`src/rtl/dprf_mp_pkg.sv`:
```
// Shared types and helpers for the dprf_mp register file.
package dprf_mp_pkg;

   // Sequencer states: sweeping the array, or serving user traffic
   typedef enum logic {
      CLEAR = 1'b0,
      READY = 1'b1
   } dprf_state_e;

   // Address width for a given depth; never narrower than one bit
   function automatic int unsigned addr_w(input int unsigned depth);
      return (depth > 1) ? $clog2(depth) : 1;
   endfunction

endpackage

```
`src/rtl/dprf_mp_clr_seq.sv`:
```
// Clear sequencer: sweeps every entry after reset or on request and
// reports readiness once the last entry has been written.
module dprf_mp_clr_seq
   import dprf_mp_pkg::*;
#(
   parameter  int unsigned DEPTH = 32,
   localparam int unsigned AW    = addr_w(DEPTH)
) (
   input  logic          clk,
   input  logic          rst,
   input  logic          clr_req,
   output logic          sweep_we_c,
   output logic [AW-1:0] sweep_addr,
   output logic          ready
);

   dprf_state_e   state;
   dprf_state_e   state_d;
   logic [AW-1:0] clr_cnt;
   logic [AW-1:0] clr_cnt_d;
   logic          ready_d;

   // State, sweep counter and ready flag
   always_ff @(posedge clk or posedge rst) begin
      if (rst) begin
         state   <= CLEAR;
         clr_cnt <= '0;
         ready   <= 1'b0;
      end else begin
         state   <= state_d;
         clr_cnt <= clr_cnt_d;
         ready   <= ready_d;
      end
   end

   // Next state: walk the counter through every entry, restart on clr_req
   always_comb begin
      state_d    = state;
      clr_cnt_d  = clr_cnt;
      sweep_we_c = 1'b0;
      case (state)
         CLEAR: begin
            sweep_we_c = 1'b1;
            clr_cnt_d  = clr_cnt + AW'(1);
            if (clr_cnt == AW'(DEPTH - 1)) begin
               state_d   = READY;
               clr_cnt_d = '0;
            end
         end
         READY: begin
            if (clr_req) begin
               state_d   = CLEAR;
               clr_cnt_d = '0;
            end
         end
         default: begin
            state_d   = CLEAR;
            clr_cnt_d = '0;
         end
      endcase
      ready_d = (state_d == READY);
   end

   assign sweep_addr = clr_cnt;

endmodule

```
`src/rtl/dprf_mp.sv`:
```
// Parametrised register file: one synchronous write port, NRD asynchronous
// read ports, hardware clear sweep after reset or on request.
// Optional macro DPRF_MP_BYPASS_EN: same-cycle write-to-read forwarding.
module dprf_mp
   import dprf_mp_pkg::*;
#(
   parameter  int unsigned      DEPTH       = 32,
   parameter  int unsigned      WIDTH       = 32,
   parameter  int unsigned      NRD         = 2,
   parameter  logic [WIDTH-1:0] CLEAR_VAL   = '0,
   parameter  int unsigned      ZERO_ENTRY0 = 1,
   localparam int unsigned      AW          = addr_w(DEPTH)
) (
   input  logic                      clk,
   input  logic                      rst,
   input  logic                      clr_req,
   output logic                      ready,
   output logic                      wr_drop,
   input  logic                      wen,
   input  logic [AW-1:0]             waddr,
   input  logic [WIDTH-1:0]          wdata,
   input  logic [NRD-1:0][AW-1:0]    raddr,
   output logic [NRD-1:0][WIDTH-1:0] rdata
);

   localparam bit ZE0 = (ZERO_ENTRY0 != 0);

   (* ram_style = "distributed", syn_ramstyle = "distributed_ram" *)
   logic [WIDTH-1:0] rf [DEPTH];

   logic          sweep_we_c;
   logic [AW-1:0] sweep_addr;
   logic          user_we_c;
   logic          wr_drop_c;

   dprf_mp_clr_seq #(
      .DEPTH (DEPTH)
   ) u_clr_seq (
      .clk        (clk),
      .rst        (rst),
      .clr_req    (clr_req),
      .sweep_we_c (sweep_we_c),
      .sweep_addr (sweep_addr),
      .ready      (ready)
   );

   // A clear request wins over a user write in the same cycle; entry 0
   // writes vanish silently when it is hardwired to zero
   assign user_we_c = wen & ready & ~clr_req & ~(ZE0 && (waddr == '0));
   assign wr_drop_c = wen & (~ready | clr_req);

   // Storage: sweep writes take priority, user writes only when ready
   always_ff @(posedge clk) begin
      if (sweep_we_c) begin
         rf[sweep_addr] <= CLEAR_VAL;
      end else if (user_we_c) begin
         rf[waddr] <= wdata;
      end
   end

   // One-cycle pulse for each discarded write
   always_ff @(posedge clk or posedge rst) begin
      if (rst) begin
         wr_drop <= 1'b0;
      end else begin
         wr_drop <= wr_drop_c;
      end
   end

   // Read muxes: zero entry overrides the sweep mask, which overrides data
   always_comb begin
      rdata = '0;
      for (int i = 0; i < int'(NRD); i++) begin
         rdata[i] = rf[raddr[i]];
`ifdef DPRF_MP_BYPASS_EN
         if (user_we_c && (raddr[i] == waddr)) begin
            rdata[i] = wdata;
         end
`endif
         if (!ready) begin
            rdata[i] = CLEAR_VAL;
         end
         if (ZE0 && (raddr[i] == '0)) begin
            rdata[i] = '0;
         end
      end
   end

endmodule

```
`config.mk`:
```
export PLATFORM = sky130hd
export DESIGN_NAME = dprf_mp
export DESIGN_NICKNAME = d
export VERILOG_FILES = /design/src/rtl/dprf_mp_pkg.sv /design/src/rtl/dprf_mp_clr_seq.sv /design/src/rtl/dprf_mp.sv
export SDC_FILE = /design/constraint.sdc
export NUM_CORES = 1
export LEC_CHECK = 0
export BUFFER_PORTS_ARGS = -buffer_cell sky130_fd_sc_hd__buf_4
export CORE_MARGIN = 10
export CORE_UTILIZATION = 41
export CTS_CLUSTER_DIAMETER = 200
export CTS_CLUSTER_SIZE = 16
export DETAILED_ROUTE_END_ITERATION = 8
export HOLD_SLACK_MARGIN = 0.1
export PLACE_DENSITY = 0.52
export SYNTH_ARGS = -nofsm -noshare
export SYNTH_HDL_FRONTEND = slang
export SYNTH_SLANG_ARGS = --single-unit
```
`constraint.sdc`:
```
create_clock -name clk -period 4.18 [get_ports clk]
set_input_delay 0.418 -clock clk [delete_from_list [all_inputs] [get_ports clk]]
set_output_delay 0.418 -clock clk [all_outputs]
set_load 0.05 [all_outputs]
```
==> results.tsv, run 1 <==
metric	value	unit
path_max_fanout	22	
numPortBuffers	116	
outcome	finished, final reports clean	
detail-route-antenna-nets	0	
yosysTopAreaCell	edfxtp_1	
area_growth	11.09	%
maxClockFrequency	254.6	MHz
grt_usage	23.03	%
synth_cells	2877	
dp_hpwl	91800	um
seq_area_frac_synth	63.58	%
clock-root-buffer	clkbuf_16	
p_leak	0.01827	uW
drt-vias-per-instance	6.475	
die_y	359.0	um
ys_warn_count	0	
cts_tree	yes	
synth_seq_cells	999	
slowest_stage	or3b_2	
htree_levels	3	
dr.pass1.iters	6	
wl_met3	10050	um
critPathRequiredTime	3.76	ns
drc	0	
synth_area	47130	sq um
worst_pin_slew	1.215	ns
arrival	3.51	ns
hp-class	input port to asynchronous set/reset pin	
wl_met2	74940	um
drive_above_1_share	22.05	%
final.period_utilization	93.97	%
finalSetupViolations	0	
grt_first_pass_wirelength	218200	um
dr_total_vias	29210	
drt-total-wl	154100	um
path_clk_slew	0.08	ns
clock_latency	0.66	ns
drt_iter0_markers	2962	
synthFlopType	edfxtp_1	
cts_setup_buffers	0	
rsz0062_at_grt	no	
ios	117	
cts_buffer_depth	3	
wl_per_cell	34.17	um
stdcell_area	52360	sq um
clock_skew	0.01376	ns
fin_tns_setup	0	ns
cts-buffers-inserted	72	
cap_violations	0	
grt_pass1_vias	29890	
hold_viol	0	
async_reset_ff_share	0.7007	%
synth_top_area_share	63.21	%
yosysMostFrequentCell	edfxtp_1	
place_area	50390	sq um
dieArea	128900	sq um
p_per_area	457.0	nW/um^2
avgSynthCellArea	16.38	sq um
synth_edf_count	992	
cp.buffers_inverters	2	
path_class	flip-flop to output port	
worst_path_largest_cell_delay	1.02	ns
overflow	0	
post-route-min-period	3.928	ns
die_w	359.0	um
antenna_found_initial	3	
slew_headroom	19.02	%
fp.coreArea	114200	sq um
critPathMostFrequentCell	buf_4	
top_layer	met4	
drt-met1-wl	64460	um
cp_top_family	simple AND/OR/NAND/NOR gates	
grt_max_degree	98	
synth.area.top_cells	edfxtp_1 (63%), mux2i_1 (12%), mux4_2 (9.0%)	
ir_worst_vdd	0.3553	mV
cp-end-kind	output port	
ys_types	46	
row_count	124	
nFillCells	10000	
num-nets-final	3040	
synth_commonest_cells	edfxtp_1 (992), mux2i_1 (576), o22ai_1 (195)	
start_kind	flip-flop	
slew_violations	0	
cp_cell_sequence	or3b_2 > buf_4 > a221oi_2 > a22oi_1 > nand4_1 > buf_4	
syn-num-nets	2930	
start_util	41.27	%
cts_sinks	999	
place.gp.congestion	0.8053	
[cells in the final DEF, fill, tap and decap left out, types with 8 or more instances in the layout]
cell / count
nor2_4: 31
o21ai_1: 26
nand4_1: 64
o21ai_0: 44
a221oi_2: 60
buf_12: 21
inv_1: 9
clkbuf_16: 75
nand2_1: 135
nor2_1: 8
mux2i_1: 576
a22oi_1: 192
edfxtp_1: 992
mux4_2: 189
buf_4: 244
o22ai_1: 195
and2_1: 33
[per-layer routing]
layer  vias to the layer above  GRT usage, %
li1                      12110             -
met1                     15600         31.16
met2                      1240         38.17
met3                       260         3.017
met4                         0         7.517
met5                         -             0
[through the flow]
stage / utilization [%] / setup slack, ns / instances / power [uW] / hold slack [ns]
floorplan: - / 0.03873 / 2877 / 15390 / 0.2214
global placement: 44.13 / 0.6206 / 4422 / 17420 / 0.3717
detailed placement: 44.13 / 0.6399 / 4422 / 17550 / 0.3815
CTS: 45.85 / 0.2773 / 4510 / 24090 / 0.2169
global route: 45.85 / 0.2370 / 4510 / 24710 / 0.2659
finish: 45.85 / 0.2522 / 4511 / 23930 / 0.2494
[registers in the layout (all words and copies together) (netlist names)]
register,count
rf,992
u_clr_seq.state,1
u_clr_seq.sweep_addr,5
wr_drop,1
[repair_timing]
action,4_1_cts,5_1_grt
hold buffers,3,0
hold endpoints to repair,11,0
gates resized for setup,0,0
[worst register-to-register path: stages (launching register included)]
cell and delay (ns):
dfrtp_1 0.49, buf_4 0.39, and3b_1 0.37, o21ai_1 0.17, a31oi_2 0.90, nor2_4 0.35, buf_4 0.36
[area by class of cell]
class,count,area (sq um),area share [%]
timing repair buffer,272,2342,4.474
antenna,1,2.502,0.004780
inverter,9,33.78,0.06452
clock inverter,4,37.54,0.07169
tap,1512,1892,3.613
clock buffer,81,1899,3.628
sequential,999,29960,57.23
multi-input combinational,1633,16190,30.91
[cell families (layout without fill, tap and decap cells)]
| family | Yosys count | count (layout) | share of synthesized area, % |
|---|---|---|---|
| AO/OA/AOI/OAI | 539 | 539 | 8.684 |
| flip-flops | 999 | 999 | 63.58 |
| adder cells (fa/ha/maj) | 2 | 2 | 0.05309 |
| multiplexers | 769 | 769 | 21.46 |
| buffers and inverters | 245 | 366 | 2.793 |
| AND/OR/NAND/NOR | 323 | 323 | 3.435 |
| other | 0 | 1 | 0 |
[worst paths after layout]
kind,startpoint,depth (start not counted),end,slack [ns]
max,u_clr_seq.state,6,rdata[41],0.25
min,rst,3,u_clr_seq.sweep_addr[0],0.25
max reg2reg,u_clr_seq.state,6,rf[24][21],0.83
min reg2reg,u_clr_seq.sweep_addr[4],2,u_clr_seq.sweep_addr[4],0.67
max in group asynchronous,rst,3,wr_drop,3.71
min in group clk,wdata[25],3,rf[22][25],0.41
[report_power, final]
| part | internal (uW) | switching [uW] | total [uW] |
|---|---|---|---|
| logic | 1410 | 3420 | 4830 |
| registers | 12100 | 390 | 12500 |
| clock network | 3210 | 3400 | 6610 |
| total | 16700 | 7210 | 23900 |
Note: power is estimated with default switching activity, not from simulation.
==> run 2, diff against run 1 <==
CELL_PAD_IN_SITES_DETAIL_PLACEMENT = 0   (was default)
CELL_PAD_IN_SITES_GLOBAL_PLACEMENT = 1   (was default)
PLACE_DENSITY = 0.58   (was 0.52)
SYNTH_HIERARCHICAL = 1   (was default)
==> results.tsv, run 2 <==
metric	value	unit
final.period_utilization	94.12	%
syn-num-nets	2335	
synth_cells	2282	
fin_util	46.25	%
start_kind	flip-flop	
crit_path_start	u_clr_seq/state	
die_y	362.4	um
fp.coreArea	116400	sq um
cts_setup_buffers	0	
top_register	rf	
drt-total-wl	155800	um
hp-class	input port to asynchronous set/reset pin	
fin_tns_setup	0	ns
final_common_cell	edfxtp_1	
grt_pass1_vias	27380	
avgSynthCellArea	21.07	sq um
overflow	0	
cts_sinks	1031	
cts-resized-gates	0	
nFillCells	9672	
ios	117	
row_count	125	
synth_commonest_cells	edfxtp_1 (1024), mux4_2 (498), mux2i_1 (266)	
p_per_area	450.7	nW/um^2
place_area	51730	sq um
hold_viol	0	
num-nets-final	2500	
clock_latency	0.67	ns
cp-end-kind	output port	
antenna_found_initial	6	
p_leak	0.01832	uW
place.gp.congestion	0.7754	
clock_skew	0.01776	ns
stdcell_area	53820	sq um
dr.pass1.iters	5	
yosysTopAreaCell	edfxtp_1	
synth_top_area_share	63.97	%
cts_tree	yes	
path_max_fanout	11	
maxClockFrequency	254.2	MHz
hold_slack	0.1797	ns
synth.area.top_cells	edfxtp_1 (64%), mux4_2 (23%), mux2i_1 (5.5%)	
start_util	41.31	%
synth_seq_cells	1031	
cap_violations	0	
drt_iter0_markers	2836	
slowest_stage	or4b_2	
final_cell_mix	edfxtp_1 (1024), mux4_2 (498), mux2i_1 (266)	
dieArea	131300	sq um
synth_area	48070	sq um
path_clk_slew	0.07	ns
critPathMostFrequentCell	buf_4	
drt-vias-per-instance	6.515	
yosysMostFrequentCell	edfxtp_1	
drc	0	
ys_warn_count	6	
grt_first_pass_wirelength	216900	um
drive_above_1_share	36.68	%
cts-buffers-inserted	74	
die_w	362.4	um
worst_path_largest_cell_delay	0.97	ns
cts_buffer_depth	3	
detail-route-antenna-nets	0	
rsz0062_at_grt	no	
cp_cell_sequence	buf_4 > or4b_2 > buf_4 > o22a_1 > o221ai_1 > buf_4	
area_growth	11.95	%
async_reset_ff_share	0.6790	%
slew_headroom	16.31	%
finalSetupViolations	0	
htree_levels	3	
synth_edf_count	1024	
worst_pin_slew	1.247	ns
ys_types	48	
grt_max_degree	91	
post-route-min-period	3.934	ns
critPathRequiredTime	3.76	ns
ir_worst_vdd	0.2995	mV
seq_area_frac_synth	64.33	%
arrival	3.52	ns
synthFlopType	edfxtp_1	
diodes	0	
clock-root-buffer	clkbuf_16	
multiInputGateArea	16500	sq um
largest_reg_flops	1024	
slew_violations	0	
seq_area	30920	sq um
dr_total_vias	25950	
numPortBuffers	116	
path_class	flip-flop to output port	
grt_usage	23.46	%
crit-reg2reg-launch	u_clr_seq/state	
wl_per_cell	39.12	um
outcome	finished, final reports clean	
dp_hpwl	89980	um
==> run 2: cell type report <==
type	instances	share of cell area [%]
multi-input cells	1065	30.65
repair buffers	268	4.464
flip-flops and latches	1031	57.46
clock inverters	1	0.02092
well taps	1524	3.543
clock buffers	87	3.808
inverters	7	0.04882
==> run 2: metal layers <==
metal,wire length (um),up-vias,global-route usage [%]
met1,63740,14370,32.13
met4,3731,2,6.093
met2,76170,1063,38.57
met3,12150,195,4.291
li1,-,10320,-
met5,13,-,0
==> run 2: repair_timing <==
action | in CTS | in global routing
setup endpoints to repair | 0 | 0
hold endpoints to repair | 9 | 0
hold buffers | 3 | 0
==> run 2: final timing paths <==
| check | slack (ns) | cells past startpoint | end |
|---|---|---|---|
| min in group clk | 0.41 | 3 | rf[19][2] |
| worst min-delay path | 0.18 | 3 | wr_drop |
| worst max-delay path | 0.25 | 6 | rdata[16] |
| worst min register to register | 0.61 | 1 | u_clr_seq/sweep_addr[2] |
| worst max register to register | 0.97 | 7 | rf[5][9] |
| max in group asynchronous | 3.72 | 3 | u_clr_seq/sweep_addr[3] |
==> run 2: kinds of logic (layout without fill, tap and decap cells) <==
group,Yosys count,count (layout),synth area share [%]
DFF,1031,1031,64.33
muxes,765,765,28.90
buffers and inverters,186,363,2.025
AOI/OAI and AO/OA,185,185,3.360
and+or+nand+nor,113,113,1.333
adders and majority gates,2,2,0.05205
==> run 2: worst max-delay path: cells and delay by family, from the launching register on <==
| family | cells | cell delay [ns] |
|---|---|---|
| simple gates | 1 | 0.97 |
| compound gates | 2 | 0.44 |
| buf+inv | 3 | 0.93 |
| flops | 1 | 0.49 |
==> run 2: stage by stage <==
stage | worst slack, ns | power, uW | instances
floorplan | -0.4507 | 15380 | 2282
global placement | 0.7541 | 17540 | 3892
detailed placement | 0.7790 | 17610 | 3892
CTS | 0.1793 | 24480 | 3983
global route | 0.1892 | 25080 | 3983
finish | 0.2457 | 24250 | 3983
==> run 2: power breakdown <==
group	switching (uW)	internal, uW	total [uW]
Sequential	357	12300	12600
Clock	3470	3440	6910
Combinational	3110	1610	4720
